==> config.mk <==
export PLATFORM = sky130hd
export DESIGN_NAME = pooling_input_serializer
export DESIGN_NICKNAME = d
export VERILOG_FILES = /design/src/rtl/pooling_pkg.sv /design/src/rtl/pooling_lane_shifter.sv /design/src/rtl/pooling_input_serializer.sv
export SDC_FILE = /design/constraint.sdc
export NUM_CORES = 1
export LEC_CHECK = 0
export ABC_AREA = 1
export CAP_MARGIN = 10
export CORE_ASPECT_RATIO = 1.5
export CORE_MARGIN = 5
export CORE_UTILIZATION = 49
export DETAILED_ROUTE_END_ITERATION = 7
export PLACE_DENSITY = 0.81
export RECOVER_POWER = 50
export SLEW_MARGIN = 20
export SYNTH_ARGS = -nofsm -noshare
export SYNTH_HDL_FRONTEND = slang
export SYNTH_SLANG_ARGS = --single-unit
==> constraint.sdc <==
create_clock -name clk -period 3.25 [get_ports clk]
set_input_delay 0.65 -clock clk [delete_from_list [all_inputs] [get_ports clk]]
set_output_delay 0.65 -clock clk [all_outputs]
set_load 0.01 [all_outputs]
==> src/rtl/pooling_pkg.sv <==
// Shared types and defaults for the pooling layer input path.
package pooling_pkg;

    localparam int unsigned DATA_WIDTH  = 32;
    localparam int unsigned KERNEL_SIZE = 2;
    localparam int unsigned NUM_CH      = 1;
    localparam int unsigned ROW_WIDTH   = 5;

    // One IEEE-754 single word; moved bit-exact, never interpreted.
    typedef logic [DATA_WIDTH-1:0] word_t;

    // EMPTY: nothing to emit; ACTIVE: draining, hold free; FULL: draining, hold occupied.
    typedef enum logic [1:0] {
        EMPTY  = 2'd0,
        ACTIVE = 2'd1,
        FULL   = 2'd2
    } ser_state_e;

endpackage

==> src/rtl/pooling_lane_shifter.sv <==
// One channel lane: a KERNEL_SIZE-deep word register, loaded in parallel and
// shifted toward the head (most-significant word) with zero fill at the tail.
module pooling_lane_shifter #(
    parameter int unsigned DATA_WIDTH  = 32,
    parameter int unsigned KERNEL_SIZE = 2
) (
    input  logic                              clk,
    input  logic                              rst,
    input  logic                              load,
    input  logic                              shift,
    input  logic [KERNEL_SIZE*DATA_WIDTH-1:0] load_data,
    output logic [DATA_WIDTH-1:0]             head
);

    localparam int unsigned SrBits = KERNEL_SIZE * DATA_WIDTH;

    logic [SrBits-1:0] sr_q;

    // Parallel load has priority over shift so a new row can replace the last word at once.
    always_ff @(posedge clk) begin
        if (rst) begin
            sr_q <= '0;
        end else if (load) begin
            sr_q <= load_data;
        end else if (shift) begin
            sr_q <= {sr_q[SrBits-DATA_WIDTH-1:0], {DATA_WIDTH{1'b0}}};
        end
    end

    assign head = sr_q[SrBits-1 -: DATA_WIDTH];

endmodule

==> src/rtl/pooling_input_serializer.sv <==
// Parallel-in/serial-out front end of the pooling layer. Accepts one kernel row
// per channel and emits it one word per channel per beat, MS word first, with a
// one-row holding register so consecutive rows stream without bubbles.
module pooling_input_serializer
    import pooling_pkg::*;
#(
    parameter int unsigned DATA_WIDTH  = pooling_pkg::DATA_WIDTH,
    parameter int unsigned KERNEL_SIZE = pooling_pkg::KERNEL_SIZE,
    parameter int unsigned NUM_CH      = pooling_pkg::NUM_CH,
    parameter int unsigned ROW_WIDTH   = pooling_pkg::ROW_WIDTH
) (
    input  logic                                   clk,
    input  logic                                   rst,
    input  logic                                   in_valid,
    output logic                                   in_ready,
    input  logic [ROW_WIDTH-1:0]                   in_block_idx,
    input  logic [NUM_CH*KERNEL_SIZE*DATA_WIDTH-1:0] in_data,
    output logic                                   out_valid,
    input  logic                                   out_ready,
    output logic [NUM_CH*DATA_WIDTH-1:0]           out_data,
    output logic                                   out_last,
    output logic [ROW_WIDTH-1:0]                   out_block_idx
);

    localparam int unsigned CntW     = $clog2(KERNEL_SIZE);
    localparam int unsigned LaneBits = KERNEL_SIZE * DATA_WIDTH;
    localparam int unsigned RowBits  = NUM_CH * LaneBits;
    localparam logic [CntW-1:0] LastCnt = CntW'(KERNEL_SIZE - 1);

    ser_state_e           state_q;
    logic [CntW-1:0]      cnt_q;
    logic [RowBits-1:0]   hold_data_q;
    logic [ROW_WIDTH-1:0] hold_idx_q;
    logic [ROW_WIDTH-1:0] tag_q;

    logic               in_fire;
    logic               out_fire;
    logic               last_word;
    logic               sr_load;
    logic               sr_shift;
    logic [RowBits-1:0] sr_src;

    // Handshake and output flags, all derived from registered state (no out_ready path to in_ready).
    always_comb begin
        in_ready      = !rst && (state_q != FULL);
        out_valid     = (state_q != EMPTY);
        last_word     = (cnt_q == LastCnt);
        out_last      = out_valid && last_word;
        out_block_idx = tag_q;
        in_fire       = in_valid && in_ready;
        out_fire      = out_valid && out_ready;
    end

    // Shift register control: load on a fresh row (from idle, from hold, or direct
    // when the last word leaves while a row arrives); otherwise shift on each beat.
    always_comb begin
        sr_load  = 1'b0;
        sr_shift = out_fire;
        sr_src   = in_data;
        unique case (state_q)
            EMPTY:  sr_load = in_fire;
            ACTIVE: sr_load = out_fire && last_word && in_fire;
            FULL: begin
                sr_load = out_fire && last_word;
                sr_src  = hold_data_q;
            end
            default: sr_load = 1'b0;
        endcase
    end

    // Row FSM with word counter, hold register and tag register.
    always_ff @(posedge clk) begin
        if (rst) begin
            state_q     <= EMPTY;
            cnt_q       <= '0;
            hold_data_q <= '0;
            hold_idx_q  <= '0;
            tag_q       <= '0;
        end else begin
            unique case (state_q)
                EMPTY: begin
                    if (in_fire) begin
                        state_q <= ACTIVE;
                        cnt_q   <= '0;
                        tag_q   <= in_block_idx;
                    end
                end
                ACTIVE: begin
                    if (out_fire && last_word) begin
                        cnt_q <= '0;
                        if (in_fire) begin
                            tag_q <= in_block_idx;
                        end else begin
                            state_q <= EMPTY;
                        end
                    end else begin
                        if (out_fire) begin
                            cnt_q <= cnt_q + CntW'(1);
                        end
                        if (in_fire) begin
                            hold_data_q <= in_data;
                            hold_idx_q  <= in_block_idx;
                            state_q     <= FULL;
                        end
                    end
                end
                FULL: begin
                    // in_ready is low here, so only the drain side can move.
                    if (out_fire && last_word) begin
                        cnt_q   <= '0;
                        tag_q   <= hold_idx_q;
                        state_q <= ACTIVE;
                    end else if (out_fire) begin
                        cnt_q <= cnt_q + CntW'(1);
                    end
                end
                default: begin
                    state_q <= EMPTY;
                    cnt_q   <= '0;
                end
            endcase
        end
    end

    // One shifter per channel lane; the lane heads form the output beat.
    for (genvar c = 0; c < NUM_CH; c++) begin : g_lane
        pooling_lane_shifter #(
            .DATA_WIDTH  (DATA_WIDTH),
            .KERNEL_SIZE (KERNEL_SIZE)
        ) u_lane (
            .clk       (clk),
            .rst       (rst),
            .load      (sr_load),
            .shift     (sr_shift),
            .load_data (sr_src[c*LaneBits +: LaneBits]),
            .head      (out_data[c*DATA_WIDTH +: DATA_WIDTH])
        );
    end

endmodule
==> results of run 1 <==
-- critical path: cells and delay by family, from the launching register on --
family	cells	cell delay [ns]
adder cells (fa/ha/maj)	1	0.29
buffers and inverters	2	0.73
flip-flops	1	0.40
AND/OR/NAND/NOR	1	0.26
-- cell usage after synthesis, types with 8 or more instances --
cell type / n
sky130_fd_sc_hd__nand3_1: 101
sky130_fd_sc_hd__mux2i_1: 28
sky130_fd_sc_hd__nand3_2: 30
sky130_fd_sc_hd__nor2_1: 67
sky130_fd_sc_hd__buf_2: 26
sky130_fd_sc_hd__dfxtp_1: 141
sky130_fd_sc_hd__a21oi_1: 99
sky130_fd_sc_hd__clkbuf_1: 32
sky130_fd_sc_hd__nand2_1: 147
sky130_fd_sc_hd__o21ai_0: 118
sky130_fd_sc_hd__a21oi_2: 8
sky130_fd_sc_hd__buf_6: 10
sky130_fd_sc_hd__inv_1: 50
sky130_fd_sc_hd__buf_4: 35
-- through the flow --
step	total power [W]	hold slack [ns]	setup WS, ns
after floorplan	0.002262	0.4292	1.423
after global placement	0.002447	0.4389	0.4978
after detailed placement	0.002458	0.4451	0.4725
after CTS	0.004424	0.4546	0.5114
after global routing	0.004534	0.4772	0.2707
final	0.004381	0.4501	0.4835
-- metal layers --
metal  wire length (microns)  share of wire
met1                    7040           0.41
met2                    8919           0.52
met3                    1000          0.058
met4                     319          0.018
met5                       0              0
-- where the power goes --
group / switching, W / total [W] / internal, W
clock: 0.000738 / 0.00198 / 0.00124
sequential: 0.0000469 / 0.00186 / 0.00182
combinational: 0.000299 / 0.000541 / 0.000243
total: 0.00108 / 0.00438 / 0.00330
-- registers in the layout (all words and copies together), names as in the netlist --
name and cells:
g_lane.u_lane.sr_q 64, hold_data_q 64, hold_idx_q 5, out_block_idx 5
state_q 2, cnt_q 1
-- final timing paths --
check,start,to,cells after the start
setup / recovery,state_q[0]$_SDFFE_PP0P_,in_ready,4
hold / removal,hold_data_q[62]$_SDFFE_PP0P_,hold_data_q[62]$_SDFFE_PP0P_,2
setup reg to reg,state_q[0]$_SDFFE_PP0P_,g_lane[0].u_lane.sr_q[53]$_SDFFE_PP0P_,11
hold reg to reg,hold_data_q[62]$_SDFFE_PP0P_,hold_data_q[62]$_SDFFE_PP0P_,2
-- cells by family (layout without fill, tap and decap cells) --
family,count (synthesis),after routing
buffers and inverters,162,209
AO/OA/AOI/OAI,226,226
AND/OR/NAND/NOR,355,355
adder cells (fa/ha/maj),4,4
multiplexers,28,28
flip-flops,141,141
-- cell type report --
class / instances / share of cell area
Multi-Input combinational cell: 613 / 0.3870
Clock buffer: 20 / 0.05524
Sequential cell: 141 / 0.3414
Tap cell: 165 / 0.02497
Clock inverter: 10 / 0.01695
Timing Repair Buffer: 126 / 0.1504
Inverter: 53 / 0.02406
-- layout by cell type (no fill, tap or decap) --
cell,instances
sky130_fd_sc_hd__clkbuf_8,2
sky130_fd_sc_hd__nand2_1,148
sky130_fd_sc_hd__ha_4,1
sky130_fd_sc_hd__a21oi_2,8
sky130_fd_sc_hd__clkbuf_2,1
sky130_fd_sc_hd__inv_1,48
sky130_fd_sc_hd__clkbuf_1,1
sky130_fd_sc_hd__clkinv_4,1
sky130_fd_sc_hd__dlygate4sd3_1,37
sky130_fd_sc_hd__inv_2,5
sky130_fd_sc_hd__clkdlybuf4s50_1,74
sky130_fd_sc_hd__buf_4,11
sky130_fd_sc_hd__mux2i_1,28
sky130_fd_sc_hd__inv_6,1
sky130_fd_sc_hd__nand2_4,3
sky130_fd_sc_hd__clkinv_2,2
sky130_fd_sc_hd__bufinv_16,3
sky130_fd_sc_hd__nor2_1,68
sky130_fd_sc_hd__dfxtp_1,141
sky130_fd_sc_hd__nand2_2,1
sky130_fd_sc_hd__o21ai_0,118
sky130_fd_sc_hd__clkbuf_16,17
sky130_fd_sc_hd__ha_1,3
sky130_fd_sc_hd__nand3_2,30
sky130_fd_sc_hd__clkinvlp_4,3
sky130_fd_sc_hd__nor2_4,2
sky130_fd_sc_hd__buf_12,2
sky130_fd_sc_hd__buf_2,1
sky130_fd_sc_hd__nand4_1,1
sky130_fd_sc_hd__a221oi_1,1
sky130_fd_sc_hd__nor2_2,1
sky130_fd_sc_hd__nand3_1,101
sky130_fd_sc_hd__a21oi_1,99
==> impl_summary.md, run 1 <==
Synth
The top flip-flop cell by instance count after synthesis is sky130_fd_sc_hd__dfxtp_1. The synthesized-area fraction occupied by adder cells is 0.007256. In this run, synthesis produced a sequential element count of between 100 and 150. After synthesis, the share of flip-flops with an asynchronous set or reset is 0. The mean post-synth cell area is around 7.5 sq um. The fraction of the mapped netlist area in compound gates is 0.1689. Of the total synthesized cell area, the portion taken by XOR and XNOR cells is 0.

In this run, synthesis inferred 0 flip-flops with an integrated enable. The number of instances in the synthesized netlist is around 920. The number of library cell types mapped by synthesis is 25.

The number of nets handed over by synthesis was 993. The share of synthesized area spent on multiplexers is 0.04063. The share of synthesized area occupied by flip-flops and latches is 0.4092.

The synthesized design spends more area on one cell type than any other, namely sky130_fd_sc_hd__dfxtp_1. During synthesis, Yosys emitted a total of 0 warnings. Of the post-synthesis cell area, the dominant cell type holds 0.4092. The combined area of all synthesized cells is between 0.006 and 0.007 sq mm. The dominant combinational cell family by area after synthesis is simple AND/OR/NAND/NOR gates. By area the synthesized netlist is led by sky130_fd_sc_hd__dfxtp_1, sky130_fd_sc_hd__o21ai_0, sky130_fd_sc_hd__nand2_1. The basic-gate share of the synthesized area counting and, or, nand and nor cells is 0.2480.

Placed design
After legalization and detailed placement, the total HPWL measured 10,580 microns. The number of cells after detailed placement is roughly 1,100. Input and output buffers added on the ports amount to around 110. The cell area after placement is ~0.0077 sq mm.

The congestion estimate from routability-driven global placement came to 0.7668.

STA
Setup repair after global routing left no endpoint under its margin. The summed negative setup slack over all endpoints is 0 ns. At the pin with the least slew margin, the transition time is 0.8754 ns. The hold violation count in the final report is 0. The time the worst path needs with I/O delays and setup is 2.767 ns. The setup violation total in the final timing report is 0.

Derived from the worst setup path, the maximum achievable clock frequency is between 0.3 and 0.4 GHz. The setup skew after layout is between 0.01 and 0.015 ns. The post-route fraction of the period consumed by the critical path is 0.8512. The number of pins with negative max-slew slack in the final report came to 0.

In this run the tightest slew margin relative to its limit is 0.4150.

Clock tree
CTS saw 141 sinks. After clock tree synthesis, the clock-pin slew on the worst setup and hold paths is roughly 0.060 ns. After clock tree synthesis, the setup repair step added 0 buffers. The H-tree level count is 4. Clock tree synthesis selected as its root buffer the cell sky130_fd_sc_hd__clkbuf_16. The clock reaches the later pin of the worst-skew pair after ~0.42 ns.

Post-CTS repair changed the size of 0 cells. TritonCTS built the clock tree. The CTS buffer count is 17.

After clock tree synthesis, the flow added hold-fix buffers numbering 0. The number of buffers between clock root and the deepest sink is 2.

Power
The leakage power is approximately 3.3 nW. The cell area power density is between 500 and 600 mW/mm^2. The maximum ir drop on the vdd rail is 374.4 uV.

GRT
For this run, global-route usage on met3 was measured as 0.04359. For this run, global-route usage on met1 was measured as 0.2502. In the global route stage, met2 resource usage came out at 0.3628. The wire length of the first global-routing pass is 27,950 microns. The number of global-route vias before repair is between 5,000 and 6,000. The global routing usage summed across all routing layers is 0.2073.

After global routing, the most crowded layer is met2. After global routing the overflow that remains totals 0. Entering global routing, the biggest net connects between 60 and 70 pins.

The initial antenna violation count came to 0.

Final layout
The sequential cell area in the final layout is between 0.002 and 0.003 sq mm. Of the cells placed in the final design, the portion with a size suffix greater than 1 is 0.09865. The core occupancy in the finished layout is 0.5937. The area growth from synthesis to layout is 19.86%. The diode insertion count for antenna repair is 0.

The layout filler cell count is approximately 1,200. In the final design database the tool counted 1,029 nets. The footprint of the multi-input gates is around 0.0032 sq mm.

The finished layout holds roughly 1,100 standard cells, fillers aside. The finished cells cover about 0.0083 sq mm.

Critical path
Of all nets on the critical path, the largest fanout is 25. For the worst setup path, the data required time is around 2.6 ns. For the worst setup path, the data arrival time is approximately 2.1 ns. The classification of the worst setup path is flop to output pin. The delay contributed by the slowest stage of the critical path is a little over 0.6 ns.

The worst setup path is launched from a flop. The critical path goes through inv_1 > ha_4 > nor2_1 > clkdlybuf4s50_1. The slowest stage cell on the critical path is sky130_fd_sc_hd__clkdlybuf4s50_1. The sort of element at the end of the critical path is an output pin.

The register-to-register setup slack is about 0.53 ns.

Run status
The run finished with clean final reports.

Detailed routing
The mean number of vias per cell is 5.521. Summing over every cut layer, the via total after detailed routing is between 6,000 and 7,000. The routed design has ~17,000 microns of wire. The number of violations reported at the end of detailed-routing iteration 0 is around 380.

The remaining routing DRC violations is 0. The number of search-and-repair iterations in the first detailed-routing pass is 7. In the final routed layout, each cell accounts on average for around 15 microns.

The final antenna-violating net count is 0.

Min path
The path class of the tightest hold or removal check is flop to flop.

Floorplanning
The total area inside the core boundary comes to roughly 0.014 sq mm. The area of the die is roughly 0.017 sq mm. Row generation in the floorplan step produced 53 rows. The number of top-level pins is approximately 110. The initial utilization of the core area, before any placement, comes to 0.4953.

From left edge to right edge, the die measures roughly 110 microns. The die extent in y is 155.3 microns.

Job
Max-cap violations in this run came to 0.
Power figures use the tool's default switching activity.
==> run 2, diff against run 1 <==
--- a/config.mk
+++ b/config.mk
@@ -6,11 +6,11 @@
 export NUM_CORES = 1
 export LEC_CHECK = 0
 export ABC_AREA = 1
-export CAP_MARGIN = 10
 export CORE_ASPECT_RATIO = 1.5
 export CORE_MARGIN = 5
 export CORE_UTILIZATION = 49
 export DETAILED_ROUTE_END_ITERATION = 7
+export GPL_TIMING_DRIVEN = 0
 export PLACE_DENSITY = 0.81
 export RECOVER_POWER = 50
 export SLEW_MARGIN = 20
==> run 2 against run 1 <==
Via count is 5.6% higher; combinational power increased by 15%; power down 3.3%; fmax is 1.2% lower; global-route usage up 2.7 points; worst setup slack got worse by 0.035 ns; register-to-register slack gained 0.06 ns; clock power is 12% lower; sequential share of layout area fell by 1.7 points; worst hold slack improved by 0.0070 ns.
==> impl_summary.md, run 2 (synthesized netlist as in run 1, its figures left out) <==
Final layout
The final instance area is between 0.008 and 0.009 sq mm. The synthesis-to-finish area growth is 26.14%. For this run, the number of standard cells in the final layout without fillers is roughly 1,200.

The sequential cell area in the final layout is around 0.0028 sq mm. Leaving out fill and tap cells, the most frequent cells in the layout are sky130_fd_sc_hd__nand2_1, sky130_fd_sc_hd__dfxtp_1, sky130_fd_sc_hd__o21ai_0, sky130_fd_sc_hd__nand3_1, sky130_fd_sc_hd__a21oi_1. In the final layout, the registers with the most flip-flops are g_lane.u_lane.sr_q: 64 flops, hold_data_q: 64 flops.

The number of antenna diodes in the final layout is 0. The most common cell after layout, fill and taps aside is sky130_fd_sc_hd__nand2_1. After the last flow step, the layout net total stands at ~1,100. The footprint of the multi-input gates is 0.003186 sq mm.

Fill cells in the final layout number roughly 1,300. The layout cell share with drive strength beyond 1 is 0.1303.

Critical path
The classification of the worst setup path is input pin to flop. The worst setup path is launched from an input pin. The highest fanout seen on the critical path is 10.

The sort of element at the end of the critical path is a flop. The worst register-to-register path has a depth of 9. Data on the critical path is required at its endpoint by around 3.5 ns. At the worst endpoint, the arrival time is slightly above 3 ns.

Clock tree
In this run, CTS created clock tree buffers numbering 17. The CTS tree is built. The worst-skew pair later-pin latency is approximately 0.42 ns.

The hold buffer count at CTS is 0. Counting along the longest clock path gives a buffer depth of 2. The number of instances resized during post-cts repair is 0.

The cell sitting at the root of the clock tree is a sky130_fd_sc_hd__clkbuf_16. For this design, the sink count on the clock tree is 141. The post-CTS clock slew at the launch and capture registers of the worst setup and hold paths is around 0.06 ns. The H-tree level count is 4. The post-CTS setup-driven buffer insertion count is 0.

STA
The setup skew after layout is 0.006193 ns. Once routing completed, OpenROAD measured the worst setup slack at 0.4487 ns. Setup violations remaining at the end of the flow were counted as 0. For this run, the top clock speed supported by timing is 0.3570 GHz. The post-route fraction of the period consumed by the critical path is 0.8619. The max-slew headroom at the worst pin is 0.3877.

The hold violation count in the final report is 0. The number of pins with negative max-slew slack in the final report is 0. The time the worst path needs with I/O delays and setup is roughly 2.8 ns. The summed negative setup slack over all endpoints is 0 ns. The transition time at the pin with the least slew margin is 0.9184 ns. Setup repair after global routing left no endpoint under its margin.

Floorplanning
Measured along the y axis, the die boundary spans between 150 and 200 microns. During I/O placement, the number of pins put on the boundary was between 100 and 150. The placeable core region is approximately 0.014 sq mm. After floorplanning, the core was divided into 53 placement rows.

Measured along the x axis, the die boundary spans 106.9 microns. The initial utilization of the core area, before any placement, comes to 0.4953. The area of the die is ~0.017 sq mm.

Detailed routing
The final route contains between 6,000 and 7,000 vias. For this run, design rule violations remaining after detail routing come to 0. Summed over all layers, the routed wires come to approximately 19,000 microns. The detail route stage leaves a number of antenna-violating nets equal to 0. Dividing the detail-routed wire length by the instance count gives 15.83 microns. After the first detailed-routing iteration, the DRC count stood at slightly above 400. After detailed routing, the number of vias per cell comes to roughly 5.4. The number of search-and-repair iterations in the first detailed-routing pass is 5.

GRT
Global routing finished with a remaining overflow of 0. Entering global routing, the biggest net connects 17 pins. The global routing usage summed across all routing layers is 0.2348. The initial antenna violation count is 0. The number of global-route vias before repair is around 6,400. The first global-routing pass estimated between 30,000 and 40,000 microns of wire.

Power
In this run the static leakage power is 3.609 nW. The cell area power density is ~500 mW/mm^2. The maximum ir drop on the vdd rail is 276.8 uV.

Run status
The run finished with clean final reports.

Placed design
The number of placed instances, taps included, is 1,192. The wire-length estimate of the detail-placed layout is 13,820 microns. The cell area after placement is just over 0.008 sq mm.

Before CTS, the worst setup slack after placement is 0.6617 ns. The congestion estimate from routability-driven global placement came to between 0.9 and 1. The count of buffers from port buffering is roughly 110.

Min path
Counting instances, the worst hold path has a depth of 2. The worst hold path class is flop to flop.

Job
The count of max-cap constraint violations is 0.
## run 2: cell count changes in the layout (fill, tap and decap cells not counted), moves of 3 or more
cell,before,now
sky130_fd_sc_hd__clkbuf_1,1,44
sky130_fd_sc_hd__buf_4,11,33
sky130_fd_sc_hd__buf_2,1,19
sky130_fd_sc_hd__buf_6,0,9
sky130_fd_sc_hd__clkinv_2,2,7
sky130_fd_sc_hd__inv_1,48,52
sky130_fd_sc_hd__inv_2,5,1
sky130_fd_sc_hd__buf_1,0,3
sky130_fd_sc_hd__bufinv_16,3,0
## run 2: layer usage
metal / up-vias / track usage / part of all wire / wire length (microns)
li1: 3264 / - / - / -
met1: 3014 / 0.2686 / 0.39 / 7619
met2: 244 / 0.4135 / 0.51 / 9895
met3: 54 / 0.04234 / 0.059 / 1150
met4: 0 / 0.1213 / 0.037 / 713
met5: - / 0 / 0 / 0
## run 2: report_power, final
group          total (W)  switching (W)  internal (W)  leakage, nW
Combinational   0.000622       0.000327      0.000295         2.21
Clock            0.00175       0.000747       0.00100        0.253
Sequential       0.00186      0.0000484       0.00182         1.15
Total            0.00424        0.00112       0.00311         3.61
## run 2: final timing paths
check	startpoint	end	slack, ns
worst max-delay path	out_ready	state_q[1]$_SDFFE_PP0P_	0.45
worst min-delay path	hold_data_q[60]$_SDFFE_PP0P_	hold_data_q[60]$_SDFFE_PP0P_	0.46
worst max register to register	state_q[0]$_SDFFE_PP0P_	state_q[1]$_SDFFE_PP0P_	0.59
worst min register to register	hold_data_q[60]$_SDFFE_PP0P_	hold_data_q[60]$_SDFFE_PP0P_	0.46
## run 2: critical path, stage by stage
cell and delay [ns]:
sky130_fd_sc_hd__dlygate4sd3_1 0.63, sky130_fd_sc_hd__inv_1 0.06, sky130_fd_sc_hd__nor2_1 0.51, sky130_fd_sc_hd__nand2_4 0.13, sky130_fd_sc_hd__nand2_1 0.09, sky130_fd_sc_hd__nor2_1 0.07
sky130_fd_sc_hd__inv_1 0.32, sky130_fd_sc_hd__clkbuf_1 0.48, sky130_fd_sc_hd__a21oi_1 0.13
## run 2: area by class of cell
class	instances	share of cell area
multi-input cells	613	0.3661
flip-flops and latches	141	0.3244
repair buffers	111	0.1277
plain buffers	109	0.07435
clock buffers	20	0.05249
well taps	165	0.02373
inverters	53	0.02286
clock inverters	12	0.008341
## run 2: through the flow
step,utilization,hold WS [ns],total power (W)
2_1_floorplan,-,0.4292,0.002262
3_3_place_gp,0.5899,0.4382,0.002526
3_5_place_dp,0.5899,0.4466,0.002537
4_1_cts,0.6279,0.4555,0.004256
5_1_grt,0.6248,0.4672,0.004382
6_report,0.6248,0.4571,0.004236
